--- src/rtl/ysyx_23060136_shift_pkg.sv ---
// Shared types and default sizing for the iterative EXU shift unit.
package ysyx_23060136_shift_pkg;

  localparam int DEF_DATA_W  = 32;
  localparam int DEF_SHAMT_W = 5;
  localparam int DEF_STEP    = 4;

  typedef enum logic [1:0] {
    SLL        = 2'b00,
    SRL        = 2'b01,
    ROR_OR_SRL = 2'b10,
    SRA        = 2'b11
  } shift_op_e;

  typedef enum logic [1:0] {
    IDLE,
    SHIFT,
    DONE
  } state_e;

endpackage

--- src/rtl/ysyx_23060136_exu_shift_step.sv ---
// Combinational single step: shifts din by k (0..STEP) positions for the given op.
// Rotate support for op 10 only when YSYX_23060136_SHIFT_ROT_EN is defined.
module ysyx_23060136_exu_shift_step
  import ysyx_23060136_shift_pkg::*;
#(
  parameter int DATA_W = DEF_DATA_W,
  parameter int STEP   = DEF_STEP,
  parameter int KW     = $clog2(STEP + 1)
) (
  input  logic [DATA_W-1:0] din,
  input  logic [KW-1:0]     k,
  input  shift_op_e         op,
  output logic [DATA_W-1:0] dout
);

  // NOTE: dout gets a value before the case so no path leaves it unassigned (no latch).
  always_comb begin
    dout = din >> k;
    case (op)
      SLL: dout = din << k;
      SRL: dout = din >> k;
      SRA: dout = $signed(din) >>> k;
`ifdef YSYX_23060136_SHIFT_ROT_EN
      // Shifting a doubled copy right makes the low half the rotated word.
      ROR_OR_SRL: dout = DATA_W'({din, din} >> k);
`else
      ROR_OR_SRL: dout = din >> k;
`endif
      default: dout = din >> k;
    endcase
  end

endmodule

--- src/rtl/ysyx_23060136_exu_shift_iter.sv ---
// Iterative shift unit: at most STEP positions per cycle, valid/ready in and out.
// Define YSYX_23060136_SHIFT_ROT_EN to make op 10 a rotate-right instead of SRL.
module ysyx_23060136_exu_shift_iter
  import ysyx_23060136_shift_pkg::*;
#(
  parameter int DATA_W  = DEF_DATA_W,
  parameter int SHAMT_W = DEF_SHAMT_W,
  parameter int STEP    = DEF_STEP
) (
  input  logic               clk,
  input  logic               rst_n,
  input  logic               flush,
  input  logic               in_valid,
  output logic               in_ready,
  input  logic [DATA_W-1:0]  in_din,
  input  logic [SHAMT_W-1:0] in_shamt,
  input  logic [1:0]         in_op,
  output logic               out_valid,
  input  logic               out_ready,
  output logic [DATA_W-1:0]  out_dout,
  output logic               busy
);

  localparam int KW = $clog2(STEP + 1);

  state_e             state_q, state_d;
  logic [DATA_W-1:0]  acc_q, step_out;
  logic [SHAMT_W-1:0] rem_q, rem_next;
  shift_op_e          op_q;
  logic [31:0]        rem_w;
  logic [KW-1:0]      k;
  logic               accept;

  assign in_ready  = (state_q == IDLE) && !flush;
  assign accept    = in_valid && in_ready;
  assign busy      = (state_q != IDLE);
  assign out_valid = (state_q == DONE);
  assign out_dout  = (state_q == DONE) ? acc_q : '0;

  // k = min(rem, STEP); k never exceeds rem, so rem_next cannot underflow.
  always_comb begin
    rem_w    = 32'(rem_q);
    k        = (rem_w < 32'(STEP)) ? KW'(rem_w) : KW'(STEP);
    rem_next = SHAMT_W'(rem_w - 32'(k));
  end

  ysyx_23060136_exu_shift_step #(
    .DATA_W (DATA_W),
    .STEP   (STEP),
    .KW     (KW)
  ) u_step (
    .din  (acc_q),
    .k    (k),
    .op   (op_q),
    .dout (step_out)
  );

  // NOTE: sequential state is updated with <= so every flop samples pre-edge values.
  always_ff @(posedge clk or negedge rst_n) begin
    if (!rst_n) state_q <= IDLE;
    else        state_q <= state_d;
  end

  // flush overrides every transition, including the DONE handshake.
  always_comb begin
    state_d = state_q;
    if (flush) begin
      state_d = IDLE;
    end else begin
      case (state_q)
        IDLE:    if (in_valid) state_d = (in_shamt == '0) ? DONE : SHIFT;
        SHIFT:   if (rem_next == '0) state_d = DONE;
        DONE:    if (out_ready) state_d = IDLE;
        default: state_d = IDLE;
      endcase
    end
  end

  // NOTE: datapath registers are reset too, so nothing from an aborted request survives.
  always_ff @(posedge clk or negedge rst_n) begin
    if (!rst_n) begin
      acc_q <= '0;
      rem_q <= '0;
      op_q  <= SLL;
    end else if (accept) begin
      acc_q <= in_din;
      rem_q <= in_shamt;
      op_q  <= shift_op_e'(in_op);
    end else if (state_q == SHIFT && !flush) begin
      acc_q <= step_out;
      rem_q <= rem_next;
    end
  end

endmodule

--- config.mk ---
export PLATFORM = sky130hd
export DESIGN_NAME = ysyx_23060136_exu_shift_iter
export DESIGN_NICKNAME = d
export VERILOG_FILES = /design/src/rtl/ysyx_23060136_shift_pkg.sv /design/src/rtl/ysyx_23060136_exu_shift_step.sv /design/src/rtl/ysyx_23060136_exu_shift_iter.sv
export SDC_FILE = /design/constraint.sdc
export NUM_CORES = 1
export LEC_CHECK = 0
export CORE_UTILIZATION = 55
export CTS_BUF_LIST = sky130_fd_sc_hd__clkbuf_4
export DETAILED_ROUTE_END_ITERATION = 10
export GPL_TIMING_DRIVEN = 1
export PLACE_DENSITY_LB_ADDON = 0.05
export SLEW_MARGIN = 10
export SYNTH_ARGS = -nofsm -noshare
export SYNTH_HDL_FRONTEND = slang
export SYNTH_HIERARCHICAL = 1
export SYNTH_SLANG_ARGS = --single-unit
--- constraint.sdc ---
create_clock -name clk -period 3.4 [get_ports clk]
set_input_delay 0.34 -clock clk [delete_from_list [all_inputs] [get_ports clk]]
set_output_delay 0.34 -clock clk [all_outputs]
set_load 0.02 [all_outputs]
==> results of run 1 <==
==> logic make-up after synthesis <==
| kind of cell | Yosys count |
|---|---|
| mux | 107 |
| fa+ha+maj | 4 |
| simple gates | 112 |
| buf+inv | 87 |
| compound gates | 123 |
| flops | 41 |
| other cells | 2 |
==> flip-flops by register name (all words and copies together), names as in the netlist <==
register / count
op_q: 2
rem_q: 5
state_q: 2
acc_q: 32
==> stage by stage <==
stage / utilization, % / instance area, µm² / worst slack [ps]
5_1_grt: 67.8 / 5300 / 198
2_1_floorplan: - / 4510 / 1080
6_report: 67.8 / 5300 / 348
3_5_place_dp: 66.8 / 5220 / 450
4_1_cts: 67.8 / 5300 / 418
3_3_place_gp: 66.8 / 5220 / 577
==> worst max-delay path: cells and delay by family (launching register included) <==
kind | cells | cell delay [ps]
AOI/OAI and AO/OA | 3 | 620
buffers and inverters | 2 | 370
DFF | 1 | 450
muxes | 2 | 550
and+or+nand+nor | 2 | 950
==> metal layers <==
layer,vias up,wire (µm),share of wire (%),GRT usage (%)
li1,1949,-,-,-
met1,2078,5430,44,42.7
met2,211,5820,47,46.4
met3,21,897,7.3,3.37
met4,0,198,1.6,7.16
met5,-,0,0,0
==> cell type report <==
class	count	area (µm²)	area share (%)
inverter	40	150	2.84
tap	102	128	2.41
clock inverter	2	33.8	0.638
clock buffer	6	45.0	0.851
sequential	41	1030	19.4
timing repair buffer	95	903	17.1
multi-input combinational	348	3010	56.8
==> cells in the final DEF (no fill, tap or decap), types with 4 or more instances in the layout <==
master,Yosys,routed
mux4_2,14,14
and2_1,36,34
nor2b_1,5,4
o21ai_0,9,9
mux2_1,4,4
o22ai_1,4,4
nand2b_1,6,6
buf_4,7,17
nand2_1,23,23
ha_1,4,4
nor2_1,14,14
inv_1,39,39
a222oi_1,33,33
a221o_1,7,7
a21oi_1,10,10
dfrtp_1,41,41
clkbuf_4,0,6
mux2i_1,68,68
mux2_2,16,16
o211ai_1,7,7
o221ai_1,14,14
a22oi_1,20,20
mux2_4,4,4
nand3_1,5,5
clkdlybuf4s50_1,0,77
==> report_power, final <==
group	switching, mW	internal (mW)
Sequential	0.395	0.695
Clock	0.177	0.161
Combinational	1.67	1.38
Total	2.24	2.24
==> final timing paths <==
kind | startpoint | to | slack, ps
max in group asynchronous | rst_n | acc_q[22]$_DFFE_PN0P_ | 2700
worst max register to register | rem_q[2]$_DFFE_PN0P_ | acc_q[26]$_DFFE_PN0P_ | 350
worst min register to register | rem_q[1]$_DFFE_PN0P_ | rem_q[1]$_DFFE_PN0P_ | 560
worst max-delay path | rem_q[2]$_DFFE_PN0P_ | acc_q[26]$_DFFE_PN0P_ | 350
worst min-delay path | rst_n | acc_q[3]$_DFFE_PN0P_ | 110
min in group clk | rem_q[1]$_DFFE_PN0P_ | rem_q[1]$_DFFE_PN0P_ | 560
==> flow_metrics.tcl, run 1 <==
set metrics [dict create \
    yosys.area.top_type "dfrtp_1" \
    stdcell_count 634 \
    hold_ws_ps 107 \
    design.core.area_um2 7810 \
    rows 32 \
    synth.avg_cell_area_um2 9.47 \
    synth_top_family_by_area "multiplexers" \
    synth_common_cells "mux2i_1, dfrtp_1, inv_1, and2_1, a222oi_1" \
    antenna_found_initial 0 \
    crit_required_ps 3660 \
    synth.yosys.seq_area_share_pct 22.8 \
    fillers 667 \
    clock-sinks 41 \
    tns_ps 0 \
    cp_slowest_cell "and2_4" \
    synth_compound_area_share_pct 22.1 \
    drv_cap 0 \
    crit_path_frequent_cell "mux2i_1" \
    outcome "complete, no violations" \
    cts.reportedPaths.clkPinSlew_ps 140 \
    setup_viol 0 \
    area_delta_synth_final_pct 17.5 \
    path_class "reg -> reg" \
    cp_cell_sequence "nor3_1 > and2_4 > buf_4 > mux2i_1 > mux2i_1 > a22oi_1 > o211ai_1 > a222oi_1 > inv_1" \
    synthSimpleGateAreaFrac_pct 14.2 \
    cts_tree "done" \
    first_pass_iters 6 \
    final_layout_size_suffix_gt1_share_pct 13.7 \
    period_minus_slack_ps 3050 \
    total_power_mw 4.48 \
    hold_viol_final 0 \
    clockBufferDepth 2 \
    grt_pass1_wl_um 20200 \
    dp_hpwl_um 8720 \
    vias 4259 \
    yosysMostFrequentCell "mux2i_1" \
    cts-buffers-inserted 5 \
    drt-initial-drc-count 546 \
    gp_congestion 0.922 \
    worst-r2r-cell-count 9 \
    max_freq_mhz 328 \
    fin_skew_ps 13.4 \
    nNetsFinal 579 \
    rsz0062_at_grt "no" \
    hold_buffers 0 \
    ys_warn_count 6 \
    drt-total-wl_um 12300 \
    synth.area.mux_share_pct 28.9 \
    synth-xor-area-share_pct 0 \
    grtUsageTotal_pct 29.4 \
    drc 0 \
    synth.top_cell.area_share_pct 22.8 \
    synth_area_um2 4510 \
    grt_remaining_overflow 0 \
    die_w_um 92.5 \
    wl_per_cell_um 19.5 \
    critPathMaxFanout 40 \
    synth_cells 476 \
    antenna_cells 0 \
    yosysUniqueCellTypes 58 \
    dieArea_um2 8560 \
    synth_fa_ha_area_share_pct 1.11 \
    worstMarginPinSlew_ps 950 \
    clk_latency_ps 370 \
    final_max_slew_viol_count 0 \
    die_y_um 92.5 \
    async_flop_share_pct 100 \
    synthTopCellsByArea "dfrtp_1, mux2i_1, a222oi_1" \
    synth_edf_count 0 \
    slew_headroom_pct 36.7 \
    syn-num-nets 524 \
    cp.arrival_ps 3310 \
    viasPerCell 6.72 \
    fin_crit_sh_pct 89.8 \
    root_buffer "clkbuf_4" \
    hold_class "in -> async" \
    cts-resized-gates 0 \
    synthFlopType "dfrtp_1" \
    num_io_pins 79 \
    critPathLaunchType "register" \
    synth.ff_latch_count 41 \
    power_density_nw_per_um2 845 \
    slowest_delay_ps 590 \
    grt_pass1_vias 3945 \
    post_cts_buffers 0 \
    p_leak_nw 2.10 \
    crit_path_end_kind "register" \
    portBuffers 78 \
    grt_max_degree 42 \
    dpl.cell_count 626 \
    initial_utilization_pct 57.7 \
    ir_worst_vdd_mv 0.421 \
    htreeDepth 2 \
    antenna_left 0 \
]
(Power assumes the default switching activity.)
==> inputs of run 2 (changes only) <==
--- a/config.mk
+++ b/config.mk
@@ -10,6 +10,7 @@
 export DETAILED_ROUTE_END_ITERATION = 10
 export GPL_TIMING_DRIVEN = 1
 export PLACE_DENSITY_LB_ADDON = 0.05
+export SKIP_CTS_REPAIR_TIMING = 1
 export SLEW_MARGIN = 10
 export SYNTH_ARGS = -nofsm -noshare
 export SYNTH_HDL_FRONTEND = slang
==> results of run 2 <==
No change in the layout: final DEF, timing and power equal those of run 1.
==> inputs of run 3 (changes only) <==
--- a/config.mk
+++ b/config.mk
@@ -16,3 +16,4 @@
 export SYNTH_HDL_FRONTEND = slang
 export SYNTH_HIERARCHICAL = 1
 export SYNTH_SLANG_ARGS = --single-unit
+export TNS_END_PERCENT = 50
==> results of run 3 <==
No change in the layout: final DEF, timing and power equal those of run 1.
